$ cat config.mk
export PLATFORM = sky130hd
export DESIGN_NAME = mempool_tcdm_rob
export DESIGN_NICKNAME = d
export VERILOG_FILES = /design/src/rtl/mempool_tcdm_rob.sv
export SDC_FILE = /design/constraint.sdc
export NUM_CORES = 1
export LEC_CHECK = 0
export CORE_UTILIZATION = 52
export CTS_CLUSTER_DIAMETER = 60
export DETAILED_ROUTE_END_ITERATION = 8
export PLACE_DENSITY_LB_ADDON = 0.25
export SETUP_SLACK_MARGIN = 0.3
export SYNTH_ARGS = -nofsm -noshare
export SYNTH_HDL_FRONTEND = slang
export SYNTH_SLANG_ARGS = --single-unit
$ cat constraint.sdc
create_clock -name clk_i -period 5.7 [get_ports clk_i]
set_clock_uncertainty 0.15 [all_clocks]
set_input_delay 1.425 -clock clk_i [delete_from_list [all_inputs] [get_ports clk_i]]
set_output_delay 1.425 -clock clk_i [all_outputs]
set_load 0.02 [all_outputs]
$ cat src/rtl/mempool_tcdm_rob.sv
// mempool_tcdm_rob
//
// Per-core reorder buffer between a core's TCDM master port and the NUMA
// interconnect. Every request that expects a response (reads, and writes when
// WriteRespOn=1) is given an entry index as its tag. Responses may come back
// in any order. They are stored per entry and released to the core strictly
// in issue order.
//
// Ports
//   clk_i, rst_ni                 clock, asynchronous active-low reset
//   req_i/addr_i/wen_i/wdata_i/be_i, gnt_o    core request channel
//   rvalid_o/rdata_o, rready_i                in-order response to core
//   req_o/addr_o/wen_o/wdata_o/be_o/tag_o, gnt_i   request to interconnect
//   rvalid_i/rtag_i/rdata_i                   out-of-order responses (always accepted)
//   full_o/empty_o/outstanding_o              occupancy status

module mempool_tcdm_rob #(
    parameter int unsigned AddrWidth      = 32,
    parameter int unsigned DataWidth      = 32,
    parameter int unsigned NumOutstanding = 8,
    parameter bit          WriteRespOn    = 1'b0,
    parameter int unsigned IdWidth        = $clog2(NumOutstanding)
) (
    input  logic                   clk_i,
    input  logic                   rst_ni,
    // core side
    input  logic                   req_i,
    input  logic [AddrWidth-1:0]   addr_i,
    input  logic                   wen_i,
    input  logic [DataWidth-1:0]   wdata_i,
    input  logic [DataWidth/8-1:0] be_i,
    output logic                   gnt_o,
    output logic                   rvalid_o,
    output logic [DataWidth-1:0]   rdata_o,
    input  logic                   rready_i,
    // interconnect side
    output logic                   req_o,
    output logic [AddrWidth-1:0]   addr_o,
    output logic                   wen_o,
    output logic [DataWidth-1:0]   wdata_o,
    output logic [DataWidth/8-1:0] be_o,
    output logic [IdWidth-1:0]     tag_o,
    input  logic                   gnt_i,
    input  logic                   rvalid_i,
    input  logic [IdWidth-1:0]     rtag_i,
    input  logic [DataWidth-1:0]   rdata_i,
    // status
    output logic                   full_o,
    output logic                   empty_o,
    output logic [IdWidth:0]       outstanding_o
);

    localparam logic [IdWidth:0] Depth = (IdWidth+1)'(NumOutstanding);

    logic [IdWidth-1:0]        head_q, head_d;
    logic [IdWidth-1:0]        tail_q, tail_d;
    logic [IdWidth:0]          count_q, count_d;
    logic [NumOutstanding-1:0] valid_q, valid_d;
    logic [NumOutstanding-1:0] done_q, done_d;
    logic [DataWidth-1:0]      data_q [NumOutstanding];

    logic alloc;
    logic full;
    logic do_alloc;
    logic do_pop;
    logic rsp_ok;

    // Only requests that will see a response need an entry.
    assign alloc    = ~wen_i | WriteRespOn;
    // Registered count only, so a same-cycle pop never unblocks a request.
    assign full     = (count_q == Depth);

    assign req_o    = req_i & (~alloc | ~full);
    assign gnt_o    = req_o & gnt_i;
    assign do_alloc = req_o & gnt_i & alloc;

    assign addr_o   = addr_i;
    assign wen_o    = wen_i;
    assign wdata_o  = wdata_i;
    assign be_o     = be_i;
    assign tag_o    = tail_q;

    // Responses to free or already completed entries are dropped.
    assign rsp_ok   = rvalid_i & valid_q[rtag_i] & ~done_q[rtag_i];

    assign rvalid_o = valid_q[head_q] & done_q[head_q];
    assign rdata_o  = data_q[head_q];
    assign do_pop   = rvalid_o & rready_i;

    assign full_o        = full;
    assign empty_o       = (count_q == '0);
    assign outstanding_o = count_q;

    // Alloc targets a free entry, pop a done one and a response an allocated,
    // not-done one, so the three updates below never touch the same entry.
    always_comb begin
        head_d  = head_q;
        tail_d  = tail_q;
        count_d = count_q;
        valid_d = valid_q;
        done_d  = done_q;

        if (do_alloc) begin
            valid_d[tail_q] = 1'b1;
            done_d[tail_q]  = 1'b0;
            tail_d          = tail_q + 1'b1;
        end
        if (rsp_ok) begin
            done_d[rtag_i] = 1'b1;
        end
        if (do_pop) begin
            valid_d[head_q] = 1'b0;
            done_d[head_q]  = 1'b0;
            head_d          = head_q + 1'b1;
        end

        unique case ({do_alloc, do_pop})
            2'b10:   count_d = count_q + 1'b1;
            2'b01:   count_d = count_q - 1'b1;
            default: count_d = count_q;
        endcase
    end

    always_ff @(posedge clk_i or negedge rst_ni) begin
        if (!rst_ni) begin
            head_q  <= '0;
            tail_q  <= '0;
            count_q <= '0;
            valid_q <= '0;
            done_q  <= '0;
        end else begin
            head_q  <= head_d;
            tail_q  <= tail_d;
            count_q <= count_d;
            valid_q <= valid_d;
            done_q  <= done_d;
        end
    end

    // Response storage is not reset; an entry is only read once marked done.
    always_ff @(posedge clk_i) begin
        if (rsp_ok) begin
            data_q[rtag_i] <= rdata_i;
        end
    end

`ifndef SYNTHESIS
    rsp_tag_check: assert property (@(posedge clk_i) disable iff (!rst_ni)
        rvalid_i |-> (valid_q[rtag_i] && !done_q[rtag_i]))
        else $warning("rob: dropped response for tag %0d (entry not outstanding or already done)", rtag_i);
`endif

endmodule

==> metrics.csv, run 1 <==
metric;value;unit
top-area cell type share of the netlist area;0.653;
combinational power share;0.262;
vias in the first global route;6024;
GP Congestion;0.821;
WP data required;4.12;ns
Yosys cell types;51;
CTS resizes;0;
Sw Share;0.278;
crit path max-delay cell type;dfrtp_4;
grt ovf;0;
Post-Syn Instances;612;
fmax;205;MHz
status;finished with violations;
dpl hpwl;13.3;mm
cells along the critical path;buf_12 -> mux4_2 -> mux2_2 -> clkdlybuf4s50_1;
Switch Pwr;1.71;mW
routed vias;5663;
Routed wire per std cell;24.9;um
crit path max fanout;50;
internal power;4.45;mW
clock sink count;282;
initial antenna violation count;0;
post-layout minimum cycle time;4.87;ns
CORE AREA;22000;sq um
H-tree levels;1;
ys async rst share;0.0922;
compound-cell area share of the yosys netlist;0.0239;
DIE WIDTH;152;um
predominant post-synthesis flop cell;edfxtp_1;
Max Root-Sink Buffers;3;
Post-CTS Setup Bufs;0;
critical path class;reg -> out;
Clock Latency Late Sink;0.53;ns
PD cells;458;nW/um^2
Worst-path clk slew;0.06;ns
fraction of layout cells with a size suffix above 1;0.246;
Syn Nets;727;
violated checks;design-rule violations;
Root Driver;clkbuf_16;
DR DRC count;27;
hold crit path type;reg -> reg;
R2R cell count;9;
most frequent cell after synthesis;edfxtp_1;
Total Nets Final;761;
multiplexer area fraction after synthesis;0.163;
top area cells in the synthesized netlist;edfxtp_1 (65%), mux4_2 (12%), dfrtp_1 (5.5%), buf_4 (4.4%), mux2_2 (3.2%);
leak pwr;4.35;nW
area leader, netlist;edfxtp_1;
final count of hold timing violations;0;
CP Launch Type;register;
Antenna Violating Nets Remaining;0;
RSZ-0062 raised after global routing;false;
Post-synth top cells;edfxtp_1 (256), buf_4 (69), mux4_2 (65);
Starting Density;0.534;
worst hold slack;0.385;ns
sequential share of power;0.434;
setup_tns;0;ns
Clk pwr share;0.304;
CTS Buf Count;29;
DIE HEIGHT;152;um
Worst setup EP type;primary output;
first drt pass iteration count;9;
largest net degree at the start of global routing;72;
crit share post-route;0.854;
first-pass GRT wire length;36.3;mm
port bufs;86;
largest stage delay on the critical path;1.04;ns
Iteration-0 DRC Markers;470;
# Max-Cap Violations;0;
largest family of logic cells by synthesized area;multiplexers;
vias per cell;5.98;
crit-path leading delay family;flip-flops;
IO Pins;223;
worst setup margin;0.831;ns
CTS tree;done;
Yosys reg bits;282;
Worst Tran Pin Value;1.06;ns
cell depth of the worst setup path;4;
final-report setup violation count;0;
post-synthesis xor/xnor area fraction;0.00521;
mean post-synth cell area;19.2;sq um
worst rel slew slack;0.296;
Area Growth Syn to Fin;14.4;%
simple-gate portion of the synthesized area;0.0375;
GRT Total Usage;0.209;
Final Routed Wirelength;23.6;mm
Post-synth EDFFs;256;
Synth Area in Adders;0.00532;
sequential fraction of the synthesis area;0.709;
number of antenna diodes;0;
cts hold-fix bufs;0;
die area;23200;sq um
DP Worst Slack;1.24;ns
hold path depth;1;
fin cells;947;
critical path buffer and inverter count;2;
final slew viol count;0;
warnings from Yosys;0;
number of placement rows;54;
Syn Std Cell Area;11800;sq um
Worst Path Arrival;3.29;ns
Cells after DPL;895;
VDD IR max;0.294;mV
-- cell families (layout without fill, tap and decap cells) --
kind of cell | Yosys count | count (layout)
and+or+nand+nor | 75 | 75
adders and majority gates | 5 | 5
muxes | 105 | 105
AOI/OAI and AO/OA | 37 | 37
DFF | 282 | 282
xor gates and xnor gates | 7 | 7
buffers and inverters | 101 | 156
-- registers in the layout, summed over array words and instances (netlist names) --
name	cells
data_q	256
done_q	8
valid_q	8
outstanding_o	4
head_q	3
tag_o	3
-- metal layers --
metal,up-vias,track usage,part of all wire
met2,234,0.344,0.50
met1,2914,0.275,0.40
li1,2457,-,-
met3,58,0.0475,0.074
met5,-,0,0
met4,0,0.0760,0.031
-- layout by cell type (no fill, tap or decap), types with 4 or more instances in the layout --
master,instances
clkdlybuf4s50_1,86
buf_4,8
o211ai_1,4
xor2_1,5
a21oi_1,5
mux4_2,65
clkbuf_1,11
nand2_1,15
or3_1,4
mux2_2,33
mux2i_1,5
nand2b_1,8
o21ba_1,6
o21a_1,5
nand3b_1,5
bufinv_16,4
edfxtp_1,256
clkbuf_16,29
dfrtp_1,23
inv_2,4
ha_1,5
nor3_1,6
inv_1,4
nor2_1,10
-- path summary, 6_finish.rpt --
check,from,to,slack [ns]
max,head_q[0],rdata_o[27],0.83
min,valid_q[7],valid_q[7],0.38
max reg2reg,head_q[2],outstanding_o[2],2.03
min reg2reg,valid_q[7],valid_q[7],0.38
max in group asynchronous,rst_ni,head_q[0],3.98
min in group asynchronous,rst_ni,valid_q[0],1.13
-- metrics by stage --
stage / util / cell area [sq um] / total power, mW
6_report: 0.611 / 13500 / 6.17
2_1_floorplan: - / 11800 / 3.77
3_3_place_gp: 0.568 / 12500 / 4.31
4_1_cts: 0.611 / 13500 / 6.23
5_1_grt: 0.611 / 13500 / 6.42
3_5_place_dp: 0.568 / 12500 / 4.35
-- worst register-to-register path, delay by kind of cell (launching register included) --
family | cells | cell delay, ns
AO/OA/AOI/OAI | 2 | 0.54
adder cells (fa/ha/maj) | 2 | 0.53
flip-flops | 1 | 1.10
AND/OR/NAND/NOR | 1 | 0.07
XOR/XNOR | 3 | 0.40
multiplexers | 1 | 0.77
-- layout make-up --
class	instances	area [sq um]
clock buffers	43	808
clock inverters	9	145
fillers	1547	8560
inverters	8	30.0
multi-input cells	229	2830
flip-flops and latches	282	8350
well taps	280	350
repair buffers	96	961
-- power by group through the flow --
stage	logic [mW]	registers [mW]	clock network [mW]
4_1_cts	1.63	2.69	1.91
3_3_place_gp	1.60	2.71	0
6_report	1.62	2.67	1.88
5_1_grt	1.72	2.71	1.99
3_5_place_dp	1.62	2.73	0
2_1_floorplan	1.24	2.53	0
(Power assumes the default switching activity.)
==> run 2: changes to the inputs <==
--- a/config.mk
+++ b/config.mk
@@ -5,6 +5,7 @@
 export SDC_FILE = /design/constraint.sdc
 export NUM_CORES = 1
 export LEC_CHECK = 0
+export CORE_MARGIN = 2
 export CORE_UTILIZATION = 52
 export CTS_CLUSTER_DIAMETER = 60
 export DETAILED_ROUTE_END_ITERATION = 8
==> metrics.csv, run 2 (synthesis results as in run 1) <==
metric;value;unit
PD cells;448;nW/um^2
largest net degree at the start of global routing;72;
port bufs;86;
setup_tns;0;ns
commonest non-fill, non-tap cell in the layout;edfxtp_1;
CTS tree;done;
CTS resizes;0;
DR DRC count;0;
Final Routed Wirelength;23.3;mm
Clk pwr share;0.287;
first-pass GRT wire length;35.3;mm
fmax;202;MHz
first drt pass iteration count;5;
most frequent cells in the layout;edfxtp_1 (256), clkdlybuf4s50_1 (86), mux4_2 (65);
Fillers;1610;
number of placement rows;55;
clock sink count;282;
worst rel slew slack;0.313;
GP Congestion;0.792;
Starting Density;0.525;
vias in the first global route;5946;
Switch Pwr;1.71;mW
status;finished, final reports clean;
Worst-path clk slew;0.06;ns
power consumption;6.00;mW
Iteration-0 DRC Markers;487;
fraction of layout cells with a size suffix above 1;0.253;
Cells after DPL;902;
vias per cell;5.90;
IO Pins;223;
grt ovf;0;
biggest regs;data_q x256, done_q x8, valid_q x8;
# Max-Cap Violations;0;
Total Nets Final;763;
Most flops, register;data_q;
die area;23800;sq um
hold crit path type;reg -> reg;
initial antenna violation count;0;
crit path max fanout;56;
Worst Tran Pin Value;1.03;ns
RSZ-0062 raised after global routing;false;
Util after Layout;0.597;
CTS Buf Count;29;
Post-CTS Setup Bufs;0;
H-tree levels;1;
max FFs per register;256;
Root Driver;clkbuf_16;
Worst Path Arrival;3.37;ns
sequential share of power;0.448;
GRT Total Usage;0.195;
DP Worst Slack;1.23;ns
combinational power share;0.265;
CORE AREA;22400;sq um
fin cells;953;
routed vias;5627;
internal power;4.29;mW
leak pwr;4.32;nW
number of antenna diodes;0;
crit path max-delay cell type;dfrtp_4;
Max Root-Sink Buffers;3;
WP data required;4.12;ns
DIE HEIGHT;154;um
Area Growth Syn to Fin;13.8;%
final count of hold timing violations;0;
worst setup margin;0.758;ns
final-report setup violation count;0;
post-layout minimum cycle time;4.94;ns
Antenna Violating Nets Remaining;0;
largest stage delay on the critical path;1.09;ns
crit share post-route;0.867;
final slew viol count;0;
DIE WIDTH;154;um
VDD IR max;0.289;mV
cells along the critical path;buf_4 -> mux4_2 -> mux2_2 -> clkdlybuf4s50_1;
Clock Latency Late Sink;0.54;ns
Routed wire per std cell;24.4;um
dpl hpwl;13.7;mm
critical path class;reg -> out;
CP Launch Type;register;
cts hold-fix bufs;0;
Sw Share;0.285;
Worst setup EP type;primary output;
run 2: changes by cell type in the layout (fill, tap and decap cells not counted):
cell	change
clkinvlp_4	+2
clkinv_1	-1
clkbuf_8	-2
buf_12	-1
clkbuf_1	-3
clkinv_2	+5
buf_4	+3
inv_6	+1
bufinv_16	-3
run 2: cell type report:
type | instances | area, sq um | share of cell area
clock inverter | 13 | 100 | 0.00747
inverter | 8 | 30.0 | 0.00224
timing repair buffer | 98 | 963 | 0.0719
clock buffer | 38 | 769 | 0.0575
multi-input combinational | 229 | 2830 | 0.211
tap | 285 | 357 | 0.0266
sequential | 282 | 8350 | 0.623
run 2: routing by layer:
metal / global-route usage / wire length (um) / vias up
li1: - / - / 2453
met1: 0.254 / 9250 / 2901
met2: 0.325 / 11800 / 218
met3: 0.0502 / 1730 / 55
met4: 0.0613 / 523 / 0
met5: 0 / 0 / -
run 2: metrics by stage:
stage                     hold slack [ns]  instance area (sq um)
after global routing                0.402                  13400
after detailed placement            0.371                  12500
after global placement              0.362                  12500
final                               0.384                  13400
after floorplan                     0.328                  11800
after CTS                           0.385                  13400
run 2: power by group through the flow:
stage / logic (mW) / clock network (mW) / registers (mW)
floorplan: 1.24 / 0 / 2.53
global placement: 1.57 / 0 / 2.73
detailed placement: 1.60 / 0 / 2.74
CTS: 1.61 / 1.76 / 2.70
global route: 1.70 / 1.84 / 2.73
finish: 1.59 / 1.72 / 2.69
run 2: critical path: cells and delay by family (launching register included):
family	cells	cell delay, ns
buffers and inverters	2	0.92
DFF	1	1.09
muxes	2	0.80
run 2: final timing paths:
path	start	end	slack [ns]	cells after the start
setup reg to reg	head_q[2]	outstanding_o[2]	2.00	9
max in group asynchronous	rst_ni	head_q[2]	3.98	2
min in group asynchronous	rst_ni	tag_o[0]	1.12	2
setup / recovery	head_q[0]	rdata_o[24]	0.76	4
hold / removal	valid_q[6]	valid_q[6]	0.38	1
hold reg to reg	valid_q[6]	valid_q[6]	0.38	1
